--- config.mk ---
export PLATFORM = sky130hd
export DESIGN_NAME = ring_sequence_monitor
export DESIGN_NICKNAME = d
export VERILOG_FILES = /design/src/rtl/ring_sequence_monitor_pkg.sv /design/src/rtl/ring_code_decode.sv /design/src/rtl/ring_sequence_monitor.sv
export SDC_FILE = /design/constraint.sdc
export NUM_CORES = 1
export LEC_CHECK = 0
export CAP_MARGIN = 20
export CORE_MARGIN = 5
export CORE_UTILIZATION = 47
export CTS_CLUSTER_SIZE = 25
export DETAILED_ROUTE_END_ITERATION = 8
export PLACE_DENSITY = 0.88
export SYNTH_ARGS = -nofsm -noshare
export SYNTH_HDL_FRONTEND = slang
export SYNTH_SLANG_ARGS = --single-unit
export TNS_END_PERCENT = 50
--- constraint.sdc ---
create_clock -name clk -period 2.8 [get_ports clk]
set_clock_uncertainty 0.2 [all_clocks]
set_input_delay 0.28 -clock clk [delete_from_list [all_inputs] [get_ports clk]]
set_output_delay 0.28 -clock clk [all_outputs]
set_load 0.03 [all_outputs]
--- src/rtl/ring_sequence_monitor_pkg.sv ---
// Shared types and constants for the ring/Johnson counter sequence monitor.
package ring_sequence_monitor_pkg;

  typedef enum logic [1:0] {
    HUNT   = 2'd0,
    PEND   = 2'd1,
    LOCKED = 2'd2
  } rsm_state_e;

  localparam int unsigned ERR_COUNT_MAX = 255;
  localparam int unsigned RUN_W         = 4;

  function automatic int unsigned code_len(
    input int unsigned width,
    input bit          johnson
  );
    return johnson ? 2 * width : width;
  endfunction

endpackage

--- src/rtl/ring_code_decode.sv ---
// Combinational legality check, position decode and successor for one code.
module ring_code_decode
  import ring_sequence_monitor_pkg::*;
#(
  parameter int WIDTH   = 4,
  parameter int JOHNSON = 0,
  localparam int IW = $clog2(code_len(WIDTH, JOHNSON != 0))
) (
  input  logic [WIDTH-1:0] q,
  output logic             legal,
  output logic [IW-1:0]    index,
  output logic [WIDTH-1:0] successor
);

  if (JOHNSON == 0) begin : g_ring
    assign legal     = $onehot(q);
    assign successor = {q[WIDTH-2:0], q[WIDTH-1]};

    always_comb begin
      index = '0;
      for (int i = 0; i < WIDTH; i++) begin
        if (q[i]) index = IW'(i);
      end
    end
  end else begin : g_john
    logic [WIDTH-1:0] w_thr;
    logic [IW-1:0]    w_pop;

    // Legal codes are a low run of ones, or its complement.
    assign w_thr     = q[WIDTH-1] ? ~q : q;
    assign legal     = ((w_thr & (w_thr + WIDTH'(1))) == '0);
    assign w_pop     = IW'($countones(q));
    assign successor = {q[WIDTH-2:0], ~q[WIDTH-1]};
    assign index     = q[WIDTH-1] ? (IW'(2 * WIDTH) - w_pop)
                                  : w_pop;
  end

endmodule

--- src/rtl/ring_sequence_monitor.sv ---
// Tracks a ring or Johnson counter, locks after LOCK_CNT good steps.
// Define RING_SEQUENCE_MONITOR_ERR_COUNT_EN to build the error counter.
module ring_sequence_monitor
  import ring_sequence_monitor_pkg::*;
#(
  parameter int WIDTH    = 4,
  parameter int JOHNSON  = 0,
  parameter int LOCK_CNT = 2,
  localparam int IW = $clog2(code_len(WIDTH, JOHNSON != 0))
) (
  input  logic             clk,
  input  logic             reset,
  input  logic [WIDTH-1:0] q,
  input  logic             q_valid,
  input  logic             clear_err,
  output logic [IW-1:0]    index,
  output logic             index_valid,
  output logic             locked,
  output logic             seq_err,
  output logic [7:0]       err_count
);

  logic             w_legal;
  logic [IW-1:0]    w_index;
  logic [WIDTH-1:0] w_succ;
  logic             w_hit;
  logic             w_detect;
  logic [RUN_W-1:0] w_run_inc;

  rsm_state_e       r_state;
  logic [WIDTH-1:0] r_expect;
  logic [RUN_W-1:0] r_run;
  logic [IW-1:0]    r_index;
  logic             r_index_valid;
  logic             r_seq_err;

  ring_code_decode #(
    .WIDTH   (WIDTH),
    .JOHNSON (JOHNSON)
  ) u_dec (
    .q         (q),
    .legal     (w_legal),
    .index     (w_index),
    .successor (w_succ)
  );

  // r_expect always holds a legal code, so a hit implies legality.
  assign w_hit     = (q == r_expect);
  assign w_run_inc = r_run + RUN_W'(1);
  assign w_detect  = q_valid && (r_state == LOCKED) && !w_hit;

  always_ff @(posedge clk or negedge reset) begin
    if (!reset) begin
      r_state       <= HUNT;
      r_expect      <= '0;
      r_run         <= '0;
      r_index       <= '0;
      r_index_valid <= 1'b0;
      r_seq_err     <= 1'b0;
    end else begin
      r_index_valid <= 1'b0;
      r_seq_err     <= 1'b0;
      if (q_valid) begin
        if (w_legal) begin
          r_index       <= w_index;
          r_index_valid <= 1'b1;
          r_expect      <= w_succ;
        end
        unique case (r_state)
          HUNT: begin
            if (w_legal) begin
              r_state <= PEND;
              r_run   <= '0;
            end
          end
          PEND: begin
            if (!w_legal) begin
              r_state <= HUNT;
              r_run   <= '0;
            end else if (w_hit) begin
              r_run <= w_run_inc;
              if (w_run_inc == RUN_W'(LOCK_CNT))
                r_state <= LOCKED;
            end else begin
              r_run <= '0;
            end
          end
          LOCKED: begin
            if (!w_hit) begin
              r_seq_err <= 1'b1;
              r_run     <= '0;
              r_state   <= w_legal ? PEND : HUNT;
            end
          end
          default: begin
            r_state <= HUNT;
            r_run   <= '0;
          end
        endcase
      end
    end
  end

  assign index       = r_index;
  assign index_valid = r_index_valid;
  assign seq_err     = r_seq_err;
  assign locked      = (r_state == LOCKED);

`ifdef RING_SEQUENCE_MONITOR_ERR_COUNT_EN
  logic [7:0] r_err_count;

  // An error and a clear in the same cycle leave exactly that error.
  always_ff @(posedge clk or negedge reset) begin
    if (!reset) begin
      r_err_count <= '0;
    end else if (w_detect) begin
      if (clear_err)
        r_err_count <= 8'd1;
      else if (r_err_count != 8'(ERR_COUNT_MAX))
        r_err_count <= r_err_count + 8'd1;
    end else if (clear_err) begin
      r_err_count <= '0;
    end
  end

  assign err_count = r_err_count;
`else
  logic w_unused_err;

  assign w_unused_err = clear_err ^ w_detect;
  assign err_count    = '0;
`endif

endmodule
==> flow_metrics.env, run 1 <==
export IMPL_status="finished clean"
export IMPL_antenna_found_initial=0
export IMPL_netlist_cell_type_count=30
export IMPL_startpoint_class="input pin"
export IMPL_syn_area_sq_um=850
export IMPL_drive_gt1_frac=0.245
export IMPL_fp_row_count=15
export IMPL_final_hold_violation_count=0
export IMPL_clockRootBuffer="sky130_fd_sc_hd__clkbuf_4"
export IMPL_routed_via_count=669
export IMPL_dpl_hpwl_mm=1.25
export IMPL_design_final_nets=126
export IMPL_cpPeakStageDelay_ns=0.56
export IMPL_setup_tns_final_ns=0
export IMPL_vias_per_cell=4.96
export IMPL_antenna_violating_nets_post_route=0
export IMPL_die_area_sq_mm=0.00276
export IMPL_post_synth_top_count_cell="sky130_fd_sc_hd__dfrtp_1"
export IMPL_drt_wl_total_mm=1.77
export IMPL_cp_required_ns=2.78
export IMPL_die_y_um=52.5
export IMPL_path_buf_inv=2
export IMPL_synth_cells_most_frequent="sky130_fd_sc_hd__dfrtp_1, sky130_fd_sc_hd__buf_4, sky130_fd_sc_hd__inv_1"
export IMPL_timing_critical_path_cells="dlygate4sd2_1 -> inv_2 -> ha_1 -> ha_2 -> fa_1 -> nor3b_2 -> o31ai_2 -> or4b_4 -> a32o_1"
export IMPL_layout_min_cycle_time_ns=2.72
export IMPL_critical_path_class="input pin to flip-flop"
export IMPL_cap_violations=0
export IMPL_transition_time_at_the_pin_with_the_least_slew_margin_ns=0.625
export IMPL_holdCritPathClass="input pin to asynchronous set/reset pin"
export IMPL_setup_viol=0
export IMPL_critical_path_slowest_cell="sky130_fd_sc_hd__or4b_4"
export IMPL_fin_crit_sh=0.971
export IMPL_cts_buffers=3
export IMPL_htreeDepth=1
export IMPL_holdWs_ns=0.175
export IMPL_ctsHoldBuffers=0
export IMPL_drc_violation_count_after_routing=0
export IMPL_synth_seq_area_share=0.412
export IMPL_groute_usage_overall=0.151
export IMPL_power_density_mw_per_mm2=667
export IMPL_dr_first_iter_drc_count=12
export IMPL_worst_endpoint_arrival_ns=2.70
export IMPL_ys_seq_elements=14
export IMPL_antenna_diode_count=0
export IMPL_grt_remaining_overflow=0
export IMPL_final_design_area_no_fill_sq_mm=0.00110
export IMPL_initial_utilization=0.492
export IMPL_core_area_sq_mm=0.00173
export IMPL_layout_area_overhead_vs_synth_pct=29.5
export IMPL_yosys_area_top_type="sky130_fd_sc_hd__dfrtp_1"
export IMPL_worstSkewPairLatency_ns=0.28
export IMPL_synth_top_cells_by_area="sky130_fd_sc_hd__dfrtp_1, sky130_fd_sc_hd__ha_1, sky130_fd_sc_hd__buf_4"
export IMPL_firstDrtPassIters=4
export IMPL_cts_max_path_buffers=2
export IMPL_post_detailed_route_wirelength_per_cell_um=13.1
export IMPL_vdd_ir_drop_max_mv=0.366
export IMPL_yosys_most_used_dff="sky130_fd_sc_hd__dfrtp_1"
export IMPL_post_synth_inst_count=85
export IMPL_yosys_warnings=0
export IMPL_slew_limit_headroom=0.582
export IMPL_die_x_um=52.5
export IMPL_fillerInstances=130
export IMPL_clock_pin_slew_on_the_worst_setup_and_hold_paths_ns=0.10
export IMPL_number_of_global_route_vias_before_repair=697
export IMPL_static_leakage_power_nw=0.531
export IMPL_globalplace_congestion=0.810
export IMPL_max_fo_critical_path=3
export IMPL_critical_path_top_delay_family="adder cells"
export IMPL_grt_first_pass_wirelength_mm=2.97
export IMPL_synth_enable_flop_cells=0
export IMPL_pin_count_of_the_biggest_net_entering_global_routing=15
export IMPL_async_flop_share=1.00
export IMPL_detailed_place_area_sq_mm=0.00101
export IMPL_critical_path_endpoint_type="flip-flop"
export IMPL_io_pins=21
export IMPL_rsz0062_at_grt="false"
export IMPL_timing_fmax_mhz=368
export IMPL_port_buffer_count=11
export IMPL_cts_tree="yes"
export IMPL_tritoncts_num_sinks=14
export IMPL_avgSynthCellArea_sq_um=9.99
export IMPL_finalPower_mw=0.733
export IMPL_number_of_pins_exceeding_their_max_slew_limit_in_the_final_report=0
export IMPL_share_of_the_synthesized_area_in_the_top_cell_type=0.412
## per-stage QoR
step | util | std cells | worst slack [ns]
4_1_cts | 0.626 | 134 | 0.0109
2_1_floorplan | - | 92 | 0.0794
3_3_place_gp | 0.587 | 127 | -0.474
6_report | 0.637 | 135 | 0.0813
5_1_grt | 0.637 | 135 | 0.0350
3_5_place_dp | 0.587 | 127 | -0.583
## worst reg2reg max path: stages, from the launching register on
cell                      delay (ns)
sky130_fd_sc_hd__dfrtp_1        0.45
sky130_fd_sc_hd__ha_1           0.27
sky130_fd_sc_hd__nor3_1         0.23
sky130_fd_sc_hd__a41oi_1        0.08
sky130_fd_sc_hd__or4b_4         0.55
sky130_fd_sc_hd__a32o_1         0.24
## final timing paths
check	startpoint	endpoint	slack [ns]	cells after the start
max	q[2]	r_state[0]	0.08	9
min	reset	r_expect[0]	0.17	1
max reg2reg	r_run[0]	r_state[0]	0.70	5
min reg2reg	index[1]	index[1]	0.28	2
max in group asynchronous	reset	r_run[2]	1.82	1
min in group clk	q[0]	r_expect[1]	0.18	3
## power by group
group | switching [mW] | internal [mW] | leakage [nW] | total [mW]
clock | 0.0719 | 0.0791 | 0.0210 | 0.151
combinational | 0.154 | 0.135 | 0.328 | 0.289
sequential | 0.0401 | 0.253 | 0.183 | 0.293
total | 0.266 | 0.467 | 0.531 | 0.733
## area by class of cell
class | instances | area (sq um) | share of cell area
Tap cell | 25 | 31.3 | 0.0284
Inverter | 8 | 30.0 | 0.0273
Multi-Input combinational cell | 61 | 453 | 0.412
Sequential cell | 14 | 350 | 0.319
Timing Repair Buffer | 23 | 199 | 0.181
Clock buffer | 4 | 36.3 | 0.0330
## sequential cells by signal, indices dropped and copies added, names as in the netlist
name / cells
r_expect: 4
r_run: 4
index: 2
r_state: 2
index_valid: 1
seq_err: 1
## logic make-up (layout without fill, tap and decap cells)
logic type / after synthesis / in the layout / synth area share
AND/OR/NAND/NOR: 20 / 20 / 0.136
AO/OA/AOI/OAI: 18 / 18 / 0.135
buffers and inverters: 17 / 35 / 0.110
flip-flops: 14 / 14 / 0.412
adder cells (fa/ha/maj): 7 / 7 / 0.112
XOR/XNOR: 5 / 5 / 0.0515
multiplexers: 3 / 3 / 0.0383
other: 1 / 8 / 0.00441
## metal layers
metal / share of wire / global-route usage / vias up / wire length [um]
li1: - / - / 324 / -
met1: 0.42 / 0.158 / 324 / 736
met2: 0.52 / 0.267 / 17 / 914
met3: 0.042 / 0.0285 / 4 / 75
met4: 0.023 / 0.106 / 0 / 40
met5: 0 / 0 / - / 0
## what timing repair did
action,CTS,global route
gates resized for setup,8,3
endpoints found under the setup margin,6,6
setup buffers,3,1
pin swaps,7,6
## cells in the final DEF, fill, tap and decap left out, drive strengths merged, types with 2 or more instances in the layout
cell	n
ha	6
o22ai	2
nand2	7
conb	8
inv	8
clkbuf	4
o21ai	7
dlygate4sd2	3
buf	12
dfrtp	14
clkdlybuf4s50	7
nor2	4
mux2	2
a21oi	3
xor2	4
nand3	2
No activity file was read; power rests on OpenSTA's default activity.
==> run 2: changes to the inputs <==
--- a/config.mk
+++ b/config.mk
@@ -11,6 +11,7 @@
 export CTS_CLUSTER_SIZE = 25
 export DETAILED_ROUTE_END_ITERATION = 8
 export PLACE_DENSITY = 0.88
+export REMOVE_ABC_BUFFERS = 1
 export SYNTH_ARGS = -nofsm -noshare
 export SYNTH_HDL_FRONTEND = slang
 export SYNTH_SLANG_ARGS = --single-unit
==> run 2 against run 1 <==
Highest routed layer unchanged. Fmax shrank 1.3%. Die area stayed put. Global-route usage is 0.67 points lower. Utilization fell by 0.072 points. Via count rose by 3.0%. Worst hold slack better by 0.00059 ns. First-iteration DRC count up 33%. Critical path depth is the same. Non-clock buffer count increased by 1. Register-to-register slack hardly changed. Clock power barely moved.
==> flow_metrics.env, run 2 (synthesis gave the netlist of run 1 again) <==
export IMPL_use_met2=0.250
export IMPL_worst_r2r_path_depth=5
export IMPL_power_density_mw_per_mm2=667
export IMPL_clockRootBuffer="sky130_fd_sc_hd__clkbuf_4"
export IMPL_critical_path_class="input pin to flip-flop"
export IMPL_use_met1=0.165
export IMPL_antenna_found_initial=0
export IMPL_htreeDepth=1
export IMPL_die_x_um=52.5
export IMPL_number_of_pins_exceeding_their_max_slew_limit_in_the_final_report=0
export IMPL_cts_tree="yes"
export IMPL_io_pins=21
export IMPL_grt_first_pass_wirelength_mm=2.90
export IMPL_startpoint_class="input pin"
export IMPL_number_of_global_route_vias_before_repair=665
export IMPL_vias_per_cell=5.07
export IMPL_final_hold_violation_count=0
export IMPL_globalplace_congestion=0.791
export IMPL_cap_violations=0
export IMPL_most_common_layout_cells="sky130_fd_sc_hd__dfrtp_1, sky130_fd_sc_hd__buf_4, sky130_fd_sc_hd__conb_1"
export IMPL_initial_utilization=0.492
export IMPL_pin_count_of_the_biggest_net_entering_global_routing=15
export IMPL_drc_violation_count_after_routing=0
export IMPL_drive_gt1_frac=0.234
export IMPL_cp_required_ns=2.77
export IMPL_status="finished clean"
export IMPL_holdWs_ns=0.175
export IMPL_worst_endpoint_arrival_ns=2.72
export IMPL_die_area_sq_mm=0.00276
export IMPL_timing_fmax_mhz=363
export IMPL_setup_tns_final_ns=0
export IMPL_fp_row_count=15
export IMPL_static_leakage_power_nw=0.529
export IMPL_setup_ws_ns=0.0462
export IMPL_destination_of_the_critical_timing_path="r_state[0]"
export IMPL_transition_time_at_the_pin_with_the_least_slew_margin_ns=0.609
export IMPL_port_buffer_count=11
export IMPL_drt_wl_total_mm=1.78
export IMPL_layout_area_overhead_vs_synth_pct=29.3
export IMPL_detailed_place_area_sq_mm=0.00103
export IMPL_final_design_area_no_fill_sq_mm=0.00110
export IMPL_timing_critical_path_from="q[3]"
export IMPL_pre_cts_ws_ns=-0.579
export IMPL_worstReg2RegEnd="r_state[0]"
export IMPL_layout_top_registers="r_expect (4), r_run (4)"
export IMPL_design_final_nets=127
export IMPL_slew_limit_headroom=0.593
export IMPL_dr_first_iter_drc_count=16
export IMPL_clock_pin_slew_on_the_worst_setup_and_hold_paths_ns=0.09
export IMPL_fillerInstances=139
export IMPL_reg2reg_from="r_run[0]"
export IMPL_finalPower_mw=0.733
export IMPL_fin_crit_sh=0.984
export IMPL_critical_path_endpoint_type="flip-flop"
export IMPL_setup_viol=0
export IMPL_routed_via_count=689
export IMPL_grt_met3_usage=0.0256
export IMPL_holdCritPathClass="input pin to asynchronous set/reset pin"
export IMPL_commonest_non_fill_non_tap_cell_in_the_layout="sky130_fd_sc_hd__dfrtp_1"
export IMPL_dpl_hpwl_mm=1.23
export IMPL_post_detailed_route_wirelength_per_cell_um=13.1
export IMPL_busiest_metal_layer_after_global_routing="met2"
export IMPL_vdd_ir_drop_max_mv=0.350
export IMPL_antenna_violating_nets_post_route=0
export IMPL_ctsHoldBuffers=0
export IMPL_cts_buffers=3
export IMPL_tritoncts_num_sinks=14
export IMPL_core_area_sq_mm=0.00173
export IMPL_grt_remaining_overflow=0
export IMPL_worstSkewPairLatency_ns=0.28
export IMPL_antenna_diode_count=0
export IMPL_firstDrtPassIters=4
export IMPL_groute_usage_overall=0.144
export IMPL_max_fo_critical_path=2
export IMPL_die_y_um=52.5
export IMPL_layout_min_cycle_time_ns=2.75
export IMPL_cts_max_path_buffers=2
export IMPL_r2r_setup_slack_ns=0.70
## run 2: changes by cell type in the layout (fill, tap and decap cells not counted), sizes merged
cell,previous run,this run
dlygate4sd2,3,4
dlymetal6s2s,1,0
buf,12,13
## run 2: worst min-delay path by stage
| stage | start | to | slack [ns] | cells past startpoint |
|---|---|---|---|---|
| after floorplan | reset | index[0] | -0.22 | 0 |
| after global placement | index[0] | index[0] | 0.26 | 2 |
| after detailed placement | index[0] | index[0] | 0.27 | 2 |
| after CTS | reset | r_expect[0] | 0.20 | 1 |
| after global routing | reset | r_expect[0] | 0.25 | 1 |
| final | reset | r_expect[0] | 0.18 | 1 |
## run 2: power breakdown
group	internal, mW	switching, mW	total, mW
registers	0.253	0.0377	0.290
logic	0.135	0.159	0.294
clock network	0.0790	0.0690	0.148
total	0.467	0.266	0.733
## run 2: layer usage
layer  vias to the layer above  wire, um
met1                       317       702
met2                        37       892
li1                        329         -
met4                         0        53
met5                         -         0
met3                         6       134
## run 2: worst max-delay path, cell delays in order
cell	delay, ns
sky130_fd_sc_hd__dlygate4sd2_1	0.23
sky130_fd_sc_hd__inv_2	0.06
sky130_fd_sc_hd__ha_1	0.31
sky130_fd_sc_hd__ha_2	0.20
sky130_fd_sc_hd__fa_1	0.48
sky130_fd_sc_hd__nor3b_2	0.28
sky130_fd_sc_hd__o31ai_2	0.11
sky130_fd_sc_hd__or4b_4	0.50
sky130_fd_sc_hd__a32o_1	0.27
## run 2: timing repair
action	CTS	global route
setup buffers	2	1
resized for setup	8	1
pin swaps	8	2
setup endpoints to repair	2	1
## run 2: through the flow
stage                util  std cells
global placement    0.596        129
finish              0.636        136
global route        0.636        136
detailed placement  0.596        129
CTS                 0.630        135
floorplan               -         83
## run 2: area by class of cell
type	count	area (sq um)	area share
Multi-Input combinational cell	61	448	0.408
Sequential cell	14	350	0.319
Clock buffer	4	36.3	0.0330
Inverter	8	30.0	0.0273
Tap cell	25	31.3	0.0285
Timing Repair Buffer	24	203	0.185
==> variant 1: new RTL, config.mk and constraints of run 1 <==
`WIDTH` is set to 4 in 2 places; all go to 16.
--- a/src/rtl/ring_code_decode.sv
+++ b/src/rtl/ring_code_decode.sv
@@ -2,7 +2,7 @@
 module ring_code_decode
   import ring_sequence_monitor_pkg::*;
 #(
-  parameter int WIDTH   = 4,
+  parameter int WIDTH   = 16,
   parameter int JOHNSON = 0,
   localparam int IW = $clog2(code_len(WIDTH, JOHNSON != 0))
 ) (
--- a/src/rtl/ring_sequence_monitor.sv
+++ b/src/rtl/ring_sequence_monitor.sv
@@ -3,7 +3,7 @@
 module ring_sequence_monitor
   import ring_sequence_monitor_pkg::*;
 #(
-  parameter int WIDTH    = 4,
+  parameter int WIDTH    = 16,
   parameter int JOHNSON  = 0,
   parameter int LOCK_CNT = 2,
   localparam int IW = $clog2(code_len(WIDTH, JOHNSON != 0))
Ports: changed (resized index and q); port bits go from 21 to 35. No check against the original RTL was run, so the function may have changed too.
==> variant 1 against run 1 <==
- the run now ends with negative setup slack left
- worst setup slack got worse by 1.9 ns
- largest cell class unchanged
- design area rose to 2.7 times the old value
- utilization is 4.2 points higher
- synthesized area increased to 2.6 times the old value
- wire length rose to 3.9 times the old value
- power rose to 3.6 times the old value
- sequential cell count rose by 14
- worst hold slack got worse by 0.12 ns
==> variant 1: results (changes against run 1) <==
<table>
<tr><th>Metric</th><th>Value</th></tr>
<tr><th colspan="2">Status</th></tr>
<tr><td>Status</td><td>finished, violations left</td></tr>
<tr><td>Failing checks</td><td>negative setup slack</td></tr>
<tr><th colspan="2">Layout</th></tr>
<tr><td>Largest register FFs</td><td>16</td></tr>
<tr><td>Fraction of layout cells with a size suffix above 1</td><td>43.7% (+19 points)</td></tr>
<tr><td>Fin cells</td><td>322 (+140%)</td></tr>
<tr><th colspan="2">Worst setup path</th></tr>
<tr><td>Worst reg2reg endpoint</td><td>r_run[3]$_DFFE_PN0P_</td></tr>
<tr><td>FF-to-FF path depth</td><td>6 (+1)</td></tr>
<tr><td>Worst EP arrival</td><td>4.65 ns (+1.95 ns)</td></tr>
<tr><td>Slack of the worst reg-to-reg path</td><td>0.63 ns (-0.07 ns)</td></tr>
<tr><th colspan="2">STA</th></tr>
<tr><td>Post-route setup slack</td><td>-1.84 ns (-1.92 ns)</td></tr>
<tr><td>Slew of the pin with the lowest slew margin</td><td>0.614 ns (-0.0103 ns)</td></tr>
<tr><td>Final Setup Violations</td><td>27 (+27)</td></tr>
<tr><td>Hold slack final</td><td>0.0511 ns (-0.124 ns)</td></tr>
<tr><td>Post-Route Setup TNS</td><td>-46.28 ns (-46.28 ns)</td></tr>
<tr><th colspan="2">Global routing</th></tr>
<tr><td>Global-route wire length before repair</td><td>10.5 mm (+250%)</td></tr>
<tr><td>Total track usage</td><td>22.0% (+6.9 points)</td></tr>
<tr><td>Vias in the first global route</td><td>2087 (+200%)</td></tr>
<tr><th colspan="2">Floorplanning</th></tr>
<tr><td>Initial Utilization</td><td>49.3% (+0.060 points)</td></tr>
<tr><th colspan="2">Route</th></tr>
<tr><td>Routed Wire Length</td><td>6.89 mm (+290%)</td></tr>
<tr><td>Via/cell ratio</td><td>5.93 (+20%)</td></tr>
<tr><td>Number of DRC markers after the initial detailed-route iteration</td><td>190 (+178)</td></tr>
<tr><th colspan="2">CTS</th></tr>
<tr><td>Root Buffer</td><td>sky130_fd_sc_hd__clkbuf_8</td></tr>
<tr><th colspan="2">Power and ir drop</th></tr>
<tr><td>Maximum vdd ir drop</td><td>379 µV (+3.6%)</td></tr>
<tr><td>Switching Share</td><td>42.2% (+5.8 points)</td></tr>
<tr><th colspan="2">Placement</th></tr>
<tr><td>Setup slack after placement</td><td>-2.54 ns (-1.95 ns)</td></tr>
<tr><td>Standard cell area after detailed placement</td><td>0.00271 mm² (+170%)</td></tr>
<tr><td>Routability Congestion</td><td>0.903 (+11%)</td></tr>
<tr><td>Placed cell count</td><td>313 (+150%)</td></tr>
<tr><td>Number of buffers added on ports</td><td>25 (+14)</td></tr>
<tr><th colspan="2">Yosys</th></tr>
<tr><td>Count of cell types in the netlist</td><td>48 (+60%)</td></tr>
<tr><td>Top cell types by occurrence after synthesis</td><td>sky130_fd_sc_hd__inv_1 (33), sky130_fd_sc_hd__dfrtp_1 (28), sky130_fd_sc_hd__ha_1 (18)</td></tr>
</table>
variant 1: area by class of cell:
type	count	area (µm²)
inverter	33	134
sequential	28	701
clock buffer	3	41.3
clock inverter	1	30.0
fill	266	1420
timing repair buffer	57	528
tap	52	65.1
multi-input combinational	148	1500
variant 1: stage by stage:
stage,utilization (%),power [W]
floorplan,-,0.00153
global placement,61.5,0.00182
detailed placement,61.5,0.00190
CTS,65.8,0.00245
global route,67.9,0.00281
finish,67.9,0.00267
variant 1: what timing repair did:
item / CTS / global route
endpoints found under the setup margin: 27 / 27
setup buffers: 1 / 2
pin swaps: 15 / 11
gates cloned: 2 / 0
resized for setup: 89 / 20
variant 1: kinds of logic after synthesis:
kind of cell	synth area share (%)
other	0.172
AOI/OAI and AO/OA	13.2
and+or+nand+nor	11.4
DFF	32.2
muxes	4.60
adders and majority gates	20.5
buffers and inverters	11.1
xor gates and xnor gates	6.85
variant 1: worst max path at each step:
stage               from              endpoint  slack (ns)  depth (start not counted)
floorplan           q[0]  r_run[2]$_DFFE_PN0P_       -1.71                         14
global placement    q[2]  r_run[2]$_DFFE_PN0P_       -2.41                         18
detailed placement  q[4]  r_run[2]$_DFFE_PN0P_       -2.54                         16
CTS                 q[3]  r_run[2]$_DFFE_PN0P_       -1.78                         16
global route        q[2]  r_run[2]$_DFFE_PN0P_       -1.96                         16
finish              q[3]  r_run[2]$_DFFE_PN0P_       -1.84                         16
variant 1: worst max-delay path: stages:
cell,delay (ns)
sky130_fd_sc_hd__buf_8,0.09
sky130_fd_sc_hd__inv_4,0.04
sky130_fd_sc_hd__ha_4,0.25
sky130_fd_sc_hd__inv_2,0.03
sky130_fd_sc_hd__fa_2,0.41
sky130_fd_sc_hd__fa_1,0.51
sky130_fd_sc_hd__fa_1,0.52
sky130_fd_sc_hd__inv_1,0.06
sky130_fd_sc_hd__fa_1,0.49
sky130_fd_sc_hd__ha_2,0.21
sky130_fd_sc_hd__fa_2,0.47
sky130_fd_sc_hd__nor4b_4,0.36
sky130_fd_sc_hd__o211a_4,0.28
sky130_fd_sc_hd__o31ai_4,0.07
sky130_fd_sc_hd__or3_4,0.42
sky130_fd_sc_hd__o221ai_2,0.15
variant 1: power groups by stage:
stage	registers [W]	logic [W]	clock network [W]
floorplan	0.000717	0.000811	0
global placement	0.000670	0.00115	0
detailed placement	0.000683	0.00121	0
CTS	0.000676	0.00145	0.000327
global route	0.000710	0.00174	0.000362
finish	0.000695	0.00164	0.000334
variant 1: layer usage:
metal	up-vias	share of wire [%]	routed length (µm)	global-route usage (%)
met4	0	5.1	354	13.7
met1	926	36	2470	24.1
met3	34	7.0	480	3.89
met5	-	0	0	0
li1	828	-	-	-
met2	122	52	3580	39.1
==> variant 2: new RTL, config.mk and constraints of run 1 <==
Made on the original files. Put one more register stage on the output `seq_err`, without a reset. The value now appears one clock later. The other outputs are not delayed to match.
--- a/src/rtl/ring_sequence_monitor.sv
+++ b/src/rtl/ring_sequence_monitor.sv
@@ -103,7 +103,9 @@
 
   assign index       = r_index;
   assign index_valid = r_index_valid;
-  assign seq_err     = r_seq_err;
+  always_ff @(posedge clk) begin
+    seq_err <= r_seq_err;
+  end
   assign locked      = (r_state == LOCKED);
 
 `ifdef RING_SEQUENCE_MONITOR_ERR_COUNT_EN
Check against the original RTL: not equivalent (Yosys sat finds a counterexample within 10 cycles, from zero or initial values and one cycle with reset low).
==> variant 2 against run 1 <==
- worst setup slack improved by 0.11 ns
- first-iteration DRC count decreased by 17%
- design area shrank 0.45%
- wire length is 7.5% lower
- sequential cell count rose by 1
- power shrank 12%
- highest routed layer is now met3
- count of clock-buffer cells in the layout decreased by 1
- synthesized area is 4.4% higher
==> variant 2: results (changes against run 1) <==
<table>
<tr><th>Metric</th><th>Value</th></tr>
<tr><th colspan="2">Worst setup path</th></tr>
<tr><td>Worst EP arrival</td><td>2.61 ns (-0.09 ns)</td></tr>
<tr><td>Worst reg2reg endpoint</td><td>r_state[1]$_DFFE_PN0P_</td></tr>
<tr><td>Startpoint of the lowest-slack register-to-register path</td><td>r_expect[1]$_DFFE_PN0P_</td></tr>
<tr><th colspan="2">Route</th></tr>
<tr><td>Detailed-routed wire length on met2</td><td>811 µm (-11%)</td></tr>
<tr><td>Post-route met1 wirelength</td><td>763 µm (+3.7%)</td></tr>
<tr><td>Top layer used by detailed routing</td><td>met3</td></tr>
<tr><td>Met3 WL post-DR</td><td>59 µm (-21%)</td></tr>
<tr><th colspan="2">Layout</th></tr>
<tr><td>Non-Clock Buffer Count</td><td>20 (-13%)</td></tr>
<tr><td>Count of inverters not on the clock network in the layout</td><td>6 (-2)</td></tr>
<tr><td>Share of cell area taken by flip-flops and latches</td><td>33.8% (+2.0 points)</td></tr>
<tr><td>Data buffer area share</td><td>16.2% (-1.9 points)</td></tr>
<tr><td>Total of fill cells in the finished design</td><td>154 (+18%)</td></tr>
<tr><th colspan="2">Power and ir drop</th></tr>
<tr><td>Maximum vdd ir drop</td><td>371 µV (+1.3%)</td></tr>
<tr><th colspan="2">STA</th></tr>
<tr><td>Slew of the pin with the lowest slew margin</td><td>0.622 ns (-0.00213 ns)</td></tr>
<tr><td>Hold slack final</td><td>0.149 ns (-0.0260 ns)</td></tr>
<tr><th colspan="2">Status</th></tr>
<tr><td>Status</td><td>finished clean</td></tr>
<tr><th colspan="2">Global routing</th></tr>
<tr><td>GRT met1 Usage</td><td>16.7% (+0.92 points)</td></tr>
<tr><td>Total track usage</td><td>13.7% (-1.4 points)</td></tr>
<tr><th colspan="2">Yosys</th></tr>
<tr><td>Main area contributors after synthesis</td><td>sky130_fd_sc_hd__dfrtp_1 (39%), sky130_fd_sc_hd__ha_1 (8.5%), sky130_fd_sc_hd__nand2_1 (7.2%), sky130_fd_sc_hd__buf_4 (6.8%), sky130_fd_sc_hd__xor2_1 (4.9%)</td></tr>
<tr><td>Mapped Avg Cell Area</td><td>9.75 µm² (-2.5%)</td></tr>
<tr><td>Multiplexer area fraction after synthesis</td><td>0% (-3.8 points)</td></tr>
<tr><td>Count of cell types in the netlist</td><td>27 (-10%)</td></tr>
<tr><th colspan="2">Worst hold path</th></tr>
<tr><td>Worst hold path type</td><td>register to register</td></tr>
<tr><th colspan="2">Placement</th></tr>
<tr><td>DP HPWL</td><td>1.33 mm (+5.7%)</td></tr>
<tr><td>Placed cell count</td><td>134 (+5.5%)</td></tr>
<tr><th colspan="2">CTS</th></tr>
<tr><td>Count of buffers added by post-CTS timing repair for setup</td><td>0 (-3)</td></tr>
</table>
variant 2: cell types whose count changed in the layout (fill, tap and decap cells not counted), moves of 3 or more:
cell | before | now
sky130_fd_sc_hd__nand2_1 | 7 | 17
sky130_fd_sc_hd__clkdlybuf4s50_1 | 7 | 11
sky130_fd_sc_hd__dlygate4sd2_1 | 3 | 0
sky130_fd_sc_hd__buf_4 | 12 | 9
variant 2: worst max-delay path, cell delays in order:
cell and delay (ns):
sky130_fd_sc_hd__clkdlybuf4s50_1 0.48, sky130_fd_sc_hd__inv_1 0.06, sky130_fd_sc_hd__ha_1 0.29, sky130_fd_sc_hd__ha_1 0.20, sky130_fd_sc_hd__fa_1 0.45, sky130_fd_sc_hd__nor3b_2 0.16, sky130_fd_sc_hd__buf_4 0.14, sky130_fd_sc_hd__inv_1 0.03
sky130_fd_sc_hd__a221o_2 0.36, sky130_fd_sc_hd__a41oi_1 0.15
variant 2: report_power, final:
group	leakage, nW	total, W	internal, W	switching (W)
combinational	0.342	0.000231	0.0000962	0.000135
clock	0.0177	0.000121	0.0000528	0.0000683
sequential	0.191	0.000293	0.000261	0.0000321
total	0.551	0.000646	0.000410	0.000236
variant 2: how the worst max path moves through the flow:
stage / slack [ns] / start / cells past startpoint / to
2_1_floorplan: 0.43 / q[2] / 10 / r_state[1]$_DFFE_PN0P_
6_report: 0.19 / q[2] / 10 / r_state[0]$_DFFE_PN0P_
3_3_place_gp: -0.13 / q[2] / 12 / r_state[1]$_DFFE_PN0P_
4_1_cts: 0.10 / q[2] / 12 / r_state[1]$_DFFE_PN0P_
5_1_grt: 0.009 / q[3] / 10 / r_state[0]$_DFFE_PN0P_
3_5_place_dp: -0.19 / q[2] / 12 / r_state[1]$_DFFE_PN0P_
